`config.mk`:
```
export PLATFORM = sky130hd
export DESIGN_NAME = decode_module_flat
export DESIGN_NICKNAME = d
export VERILOG_FILES = /design/src/rtl/y86_pkg.sv /design/src/rtl/decode_module_if.sv /design/src/rtl/reg_read_mux.sv /design/src/rtl/decode_module.sv /design/src/flat_wrapper.sv
export SDC_FILE = /design/constraint.sdc
export NUM_CORES = 1
export LEC_CHECK = 0
export CAP_MARGIN = 40
export CORE_AREA = 2 2 431 433
export DETAILED_ROUTE_END_ITERATION = 8
export DIE_AREA = 0 0 433 435
export PLACE_DENSITY = 0.3
export SYNTH_ARGS = -nofsm -noshare
export SYNTH_HDL_FRONTEND = slang
export SYNTH_SLANG_ARGS = --single-unit
```
`constraint.sdc`:
```
create_clock -name clk -period 3.6 [get_ports clk]
set_clock_uncertainty 0.2 [all_clocks]
set_input_delay 0.72 -clock clk [delete_from_list [all_inputs] [get_ports clk]]
set_output_delay 0.72 -clock clk [all_outputs]
set_load 0.03 [all_outputs]
```
`src/rtl/y86_pkg.sv`:
```
// Shared Y86-64 constants for the SEQ decode stage: icodes, register indices, word width.
// Pure definitions plus source-select helpers; no timing or flow-control behaviour.
package y86_pkg;

  localparam int WORD_W   = 64;
  localparam int REG_W    = 4;
  localparam int NUM_REGS = 15;

  typedef logic [WORD_W-1:0] word_t;
  typedef logic [REG_W-1:0]  reg_idx_t;
  typedef logic [3:0]        icode_t;

  localparam icode_t IHALT   = 4'h0;
  localparam icode_t INOP    = 4'h1;
  localparam icode_t IRRMOVQ = 4'h2;
  localparam icode_t IIRMOVQ = 4'h3;
  localparam icode_t IRMMOVQ = 4'h4;
  localparam icode_t IMRMOVQ = 4'h5;
  localparam icode_t IOPQ    = 4'h6;
  localparam icode_t IJXX    = 4'h7;
  localparam icode_t ICALL   = 4'h8;
  localparam icode_t IRET    = 4'h9;
  localparam icode_t IPUSHQ  = 4'hA;
  localparam icode_t IPOPQ   = 4'hB;

  localparam reg_idx_t RRAX  = 4'h0;
  localparam reg_idx_t RRCX  = 4'h1;
  localparam reg_idx_t RRDX  = 4'h2;
  localparam reg_idx_t RRBX  = 4'h3;
  localparam reg_idx_t RRSP  = 4'h4;
  localparam reg_idx_t RRBP  = 4'h5;
  localparam reg_idx_t RRSI  = 4'h6;
  localparam reg_idx_t RRDI  = 4'h7;
  localparam reg_idx_t RR8   = 4'h8;
  localparam reg_idx_t RR9   = 4'h9;
  localparam reg_idx_t RR10  = 4'hA;
  localparam reg_idx_t RR11  = 4'hB;
  localparam reg_idx_t RR12  = 4'hC;
  localparam reg_idx_t RR13  = 4'hD;
  localparam reg_idx_t RR14  = 4'hE;
  localparam reg_idx_t RNONE = 4'hF;

  function automatic reg_idx_t src_a_sel(input icode_t icode, input reg_idx_t ra);
    reg_idx_t src;
    src = RNONE;
    case (icode)
      IRRMOVQ, IRMMOVQ, IOPQ, IPUSHQ: src = ra;
      IRET, IPOPQ:                    src = RRSP;
      default:                        src = RNONE;
    endcase
    return src;
  endfunction

  function automatic reg_idx_t src_b_sel(input icode_t icode, input reg_idx_t rb);
    reg_idx_t src;
    src = RNONE;
    case (icode)
      IRMMOVQ, IMRMOVQ, IOPQ:     src = rb;
      ICALL, IRET, IPUSHQ, IPOPQ: src = RRSP;
      default:                    src = RNONE;
    endcase
    return src;
  endfunction

endpackage

```
`src/rtl/decode_module_if.sv`:
```
// Fetch-to-decode bus: instruction fields in, registered operands out.
// No handshake; the consumer samples every cycle.
interface decode_module_if;
  import y86_pkg::*;

  icode_t   icode;
  reg_idx_t rA;
  reg_idx_t rB;
  word_t    valA;
  word_t    valB;

  modport master (output icode, rA, rB, input valA, valB);
  modport slave  (input icode, rA, rB, output valA, valB);

endinterface

```
`src/rtl/reg_read_mux.sv`:
```
// 16-way register read port: indices 0..14 select a word, 0xF (none) reads as zero.
// Purely combinational; no backpressure.
module reg_read_mux
  import y86_pkg::*;
(
  input  reg_idx_t                 idx,
  input  logic [NUM_REGS-1:0][WORD_W-1:0] regs,
  output word_t                    rd
);

  always_comb begin
    rd = '0;
    if (idx != RNONE) begin
      rd = regs[idx];
    end
  end

endmodule

```
`src/rtl/decode_module.sv`:
```
// Y86-64 SEQ decode: selects srcA/srcB from icode and reads them out of the register file.
// Latency 1 cycle (registered valA/valB); accepts a new instruction every cycle, no stall.
module decode_module
  import y86_pkg::*;
(
  input  logic             clk,
  input  logic             reset,
  decode_module_if.slave   dif,
  input  word_t            rax,
  input  word_t            rcx,
  input  word_t            rdx,
  input  word_t            rbx,
  input  word_t            rsp,
  input  word_t            rbp,
  input  word_t            rsi,
  input  word_t            rdi,
  input  word_t            r8,
  input  word_t            r9,
  input  word_t            r10,
  input  word_t            r11,
  input  word_t            r12,
  input  word_t            r13,
  input  word_t            r14
);

  logic [NUM_REGS-1:0][WORD_W-1:0] reg_file;
  reg_idx_t src_a;
  reg_idx_t src_b;
  word_t    rd_a;
  word_t    rd_b;
  word_t    valA_d;
  word_t    valB_d;
  word_t    valA_q;
  word_t    valB_q;

  // Packed so that index i of reg_file is architectural register i.
  assign reg_file = {r14, r13, r12, r11, r10, r9, r8,
                     rdi, rsi, rbp, rsp, rbx, rdx, rcx, rax};

  always_comb begin
    src_a = src_a_sel(dif.icode, dif.rA);
    src_b = src_b_sel(dif.icode, dif.rB);
  end

  reg_read_mux u_read_a (
    .idx  (src_a),
    .regs (reg_file),
    .rd   (rd_a)
  );

  reg_read_mux u_read_b (
    .idx  (src_b),
    .regs (reg_file),
    .rd   (rd_b)
  );

  always_comb begin
    valA_d = rd_a;
    valB_d = rd_b;
  end

  always_ff @(posedge clk) begin
    if (reset) begin
      valA_q <= '0;
      valB_q <= '0;
    end else begin
      valA_q <= valA_d;
      valB_q <= valB_d;
    end
  end

  assign dif.valA = valA_q;
  assign dif.valB = valB_q;

endmodule

```
`src/flat_wrapper.sv`:
```
// flat-port wrapper written by rule: the top's interface ports become plain ports
module decode_module_flat import y86_pkg::*;
  (clk, reset, rax, rcx, rdx, rbx, rsp, rbp, rsi, rdi, r8, r9, r10, r11, r12, r13, r14, dif_icode, dif_rA, dif_rB, dif_valA, dif_valB);
  decode_module_if dif_i ();
  input  logic clk;
  input  logic reset;
  input  word_t rax;
  input  word_t rcx;
  input  word_t rdx;
  input  word_t rbx;
  input  word_t rsp;
  input  word_t rbp;
  input  word_t rsi;
  input  word_t rdi;
  input  word_t r8;
  input  word_t r9;
  input  word_t r10;
  input  word_t r11;
  input  word_t r12;
  input  word_t r13;
  input  word_t r14;
  input wire logic [$bits(dif_i.icode)-1:0] dif_icode;
  input wire logic [$bits(dif_i.rA)-1:0] dif_rA;
  input wire logic [$bits(dif_i.rB)-1:0] dif_rB;
  output wire logic [$bits(dif_i.valA)-1:0] dif_valA;
  output wire logic [$bits(dif_i.valB)-1:0] dif_valB;
  assign dif_i.icode = dif_icode;
  assign dif_i.rA = dif_rA;
  assign dif_i.rB = dif_rB;
  assign dif_valA = dif_i.valA;
  assign dif_valB = dif_i.valB;
  decode_module u_core (.clk(clk), .reset(reset), .dif(dif_i), .rax(rax), .rcx(rcx), .rdx(rdx), .rbx(rbx), .rsp(rsp), .rbp(rbp), .rsi(rsi), .rdi(rdi), .r8(r8), .r9(r9), .r10(r10), .r11(r11), .r12(r12), .r13(r13), .r14(r14));
endmodule
```
# --- After elaboration in Yosys (flattened, before gate mapping) ---
# Cells that the tools add are included.
classes:
  eq_ne: 10
  n_bitwise: 2
  n_lt_le_gt_ge: 2
  n_mux: 6
  n_reduce_logical: 6
op_table:
  columns: ["operator", "count"]
  rows:
  - ["64-bit binary-select mux with 4-bit select", 2]
  - ["64-bit two-way mux", 2]
  - ["4-bit equality test, second input constant", 4]
  - ["4-bit one-hot mux with 2 select lines", 2]
  - ["4-bit by 3-bit equality test with 1-bit output, second input constant", 3]
  - ["4-bit by 5-bit less-than comparator with 1-bit output, second input constant", 2]
  - ["4-bit inequality test, second input constant", 2]
  - ["4-bit OR reduction", 2]
  - ["2-bit OR reduction", 3]
  - ["4-bit by 2-bit equality test with 1-bit output, second input constant", 1]
  - ["3-bit OR reduction", 1]
  - ["1-bit NOT", 2]
totals:
  reg_bits: 128
  wordCells: 28
  input_bits: 974

# --- Depth between registers and ports, before layout ---
depth:
  ltp_word: 6
  ltp_mapped: 10
  ltp_nobuf: 5

# --- Modules after synthesis ---
# From an unflattened synthesis, not the netlist that was laid out.
unflattened:
  cells_unflattened: 1631
  hier_area_um2: 20255.7
by_module_without_submodules:
  columns: ["module", "cells_per_inst", "area_each_um2", "n_inst"]
  rows:
  - ["reg_read_mux", 670, 8349.3, 2]
  - ["decode_module", 291, 3557.2, 1]

# --- Worst setup path before layout ---
# Ideal clock, no wire load.
synth_path:
  kind: "input to register"
  startpoint: "in dif_icode[2]"
  endpoint: "reg u_core.valA_q[42] (netlist: u_core.dif.valA[42])"
  setup_time_ns: 0.133
  path_slack_ns: 0.869
  stages: 10
  t_arrival_ns: 2.398
  path_buffers: 5
  path_cell_list: "buf_6 > and2_1 > buf_6 > or4_1 > buf_2 > buf_6 > buf_2 > a221o_1 > o21ai_0 > o32ai_1"
synth_via:
  elab_chain_len: 6
synth_lines:
  columns: ["element", "line", "text"]
  rows:
  - ["start, declared", "flat_wrapper.sv:22", "input wire logic [$bits(dif_i.icode)-1:0] dif_icode;"]
  - ["4-bit by 2-bit equality test with 1-bit output, or another cell as far along", "y86_pkg.sv:46", "case (icode)"]
  - ["4-bit OR reduction / 2-bit OR reduction (equally long branches)", "y86_pkg.sv:46", null]
  - ["4-bit one-hot mux with 2 select lines (*)", "y86_pkg.sv:46", null]
  - ["branches (longest 3 deep; another with 64-bit binary-select mux with 4-bit select)", null, null]
  - ["end signal, assigned", "decode_module.sv:67", "valA_q <= valA_d;"]
  - ["end, declared", "decode_module.sv:33", "word_t valA_q;"]
# Mark *: on every way between the ends. The select of a mux whose other input is x is not followed.
# A chain may end at the register's enable or synchronous reset.

# --- Worst setup path after layout ---
layout_path:
  startpoint: "in dif_icode[2]"
  endpoint: "reg u_core.valA_q[22] (netlist: u_core.dif.valA[22])"
# The elaborated chain is that of the path after synthesis.

==> out/results.ini <==
[timing]
finalCriticalPeriod_ns = 3.52
hold_violations = 0
fin_ws_ns = 0.0798
timing.hold.ws_ns = 0.659
fin_crit_sh_pct = 97.8
tightest_slew_ns = 0.711
slew_headroom_pct = 52.4
slew_violations = 0
max_freq_mhz = 284
rsz0062_at_grt = false
setup_violations = 0

[pwr]
p_comb_share_pct = 57.3
vdd_drop_max_mv = 0.280
p_sw_share_pct = 42.8
p_int_uw = 4990
p_total_uw = 8720
power_frac_clock_pct = 24.6
switchingPower_uw = 3730
p_leak_uw = 0.0122
p_seq_share_pct = 18.0
pwr_density_cell_nw_per_um2 = 236

[critical_path]
critical_path_class = input pin to flop
cp-end-kind = flop
cp-start-kind = input pin
arrival_ns = 3.72
worstPathRequired_ns = 3.80
crit_family = buffers and inverters
critPathMaxFanout = 30
critPathBufInv = 5
slowest_stage = o32ai_1
cpPeakStageDelay_ns = 0.64
cp_common_cell = buf_12
path_cells = clkdlybuf4s50_1, buf_12, and2_4, buf_4, nor4_4, buf_12, buf_12, a221o_1, a21oi_1, o32ai_1

[hold_path]
hold_path.class = input pin to flop

[floorplanning]
io_pins = 1102
die_h_um = 435
rows = 158
die-area_um2 = 188000
fp.dieW_um = 433
core_area_um2 = 184000
start_util_pct = 10.2

[cts]
ctsHoldBuffers = 0
postCtsSetupBuffers = 0
cts_tree = yes
clk_pin_slew_worst_paths_ns = 0.07
cts_made_buffers = 17
cts_resized = 0
clock-root-buffer = clkbuf_16
htreeDepth = 4
clockBufferDepth = 2
cts.sinks = 128

[grt]
grt-ovfl-total = 0
grt_antenna_before_repair = 150
groute.usage.overall_pct = 24.3
grt_pass1_vias = 30700
grt_max_degree = 64
grt_pass1_wl_um = 309000

[drt]
route.detailed.drc = 0
detail_route.iter0.violations = 3181
drt_wl_total_um = 238000
vias = 30900
vias_per_cell = 4.94
antenna_left = 0
wl_per_cell_um = 38.0
drtPass1Iterations = 7

[placement]
gp_congestion = 0.943
hpwlAfterDp_um = 195000
portBuffers = 1101
placed_area_um2 = 36200
dp_slack_ns = -0.477

[logic_synthesis]
ys_seq_area_share_pct = 13.7
ys_warn_count = 0
synth_cell_type_count = 47
synth_flop_cell = dfxtp_1
synth_commonest_cells = nand2_1 (387), a221oi_1 (257), clkbuf_1 (245)
syn_nets = 3489
synth_top_area_share_pct = 13.7
async_reset_ff_share_pct = 0
synth-seq-cells = 128
synth_most_common_cell = nand2_1
synth_edf_count = 0
synth_area_per_cell_um2 = 7.45
synth_top_area_cell = dfxtp_1
synthCells = 2515
syn_area_um2 = 18700
synthTopCellsByArea = dfxtp_1 (14%), a221oi_1 (12%), mux2_2 (12%)

[run]
drv_cap = 0

[cells_and_area]
drive_above_1_share_pct = 17.9
multiInputGateArea_um2 = 14900
syn2layout_area_growth_pct = 97.4
fin_area_um2 = 37000
seq_area_um2 = 2560
fillers = 20500
nets = 4665

[run_status]
outcome = finished, final reports clean

cell type report:
type / instances / area share [%]
repair buffers: 1513 / 42.2
multi-input cells: 2028 / 40.3
well taps: 2480 / 8.38
flip-flops and latches: 128 / 6.92
clock buffers: 26 / 1.40
diodes: 84 / 0.568
clock inverters: 5 / 0.203
inverters: 3 / 0.0304
cells by family (layout without fill, tap and decap cells):
kind of cell / Yosys count / in the layout / share of synthesized area (%)
compound gates: 1231 / 1231 / 50.8
simple gates: 541 / 541 / 12.6
buf+inv: 359 / 1547 / 8.02
mux: 256 / 256 / 14.9
flops: 128 / 128 / 13.7
other cells: 0 / 84 / 0
power by group through the flow:
stage | clock, uW | sequential, uW | combinational (uW)
finish | 2150 | 1570 | 5000
global route | 2250 | 1580 | 5210
CTS | 2250 | 1570 | 4990
detailed placement | 0 | 1600 | 4970
global placement | 0 | 1610 | 5000
floorplan | 0 | 1750 | 1610
state kept, by name, indices dropped and copies added, names as in the netlist:
| signal | count |
|---|---|
| u_core.dif.valA | 64 |
| u_core.dif.valB | 64 |
tightest hold or removal path, delay by kind of cell:
family	cells	cell delay [ns]
AO/OA/AOI/OAI	2	0.20
buffers and inverters	1	0.48
through the flow:
stage / utilization (%) / TNS, ns / instances
finish: 20.1 / 0 / 6267
CTS: 20.0 / 0 / 6183
global route: 20.1 / 0 / 6256
floorplan: - / 0 / 2515
detailed placement: 19.7 / -19.11 / 6152
global placement: 19.7 / -21.03 / 6152
metal layers:
metal / vias to the layer above / GRT usage (%) / wire (um)
met1: 15800 / 30.5 / 99900
li1: 13000 / - / -
met5: - / 0 / 310
met2: 1700 / 40.0 / 114000
met3: 372 / 4.45 / 14000
met4: 48 / 11.4 / 9620
final timing paths:
path / start / end / slack (ns) / cells past startpoint
worst min-delay path: r14[6] / u_core.dif.valA[6] / 0.66 / 3
worst max-delay path: dif_icode[2] / u_core.dif.valA[22] / 0.08 / 10
layout by cell type, fill, tap and decap left out, types with 78 or more instances in the layout:
master           Yosys  layout
dfxtp_1            128     128
nand2_1            387     386
o21ai_0             78      78
a221o_1            191     191
mux2_2             192     192
clkdlybuf4s50_1      0    1101
buf_12               0     121
diode_2              0      84
a221oi_1           257     257
buf_4                7     291
a31oi_1            132     127
a21oi_1            194     194
No activity file was read; power rests on OpenSTA's default activity.
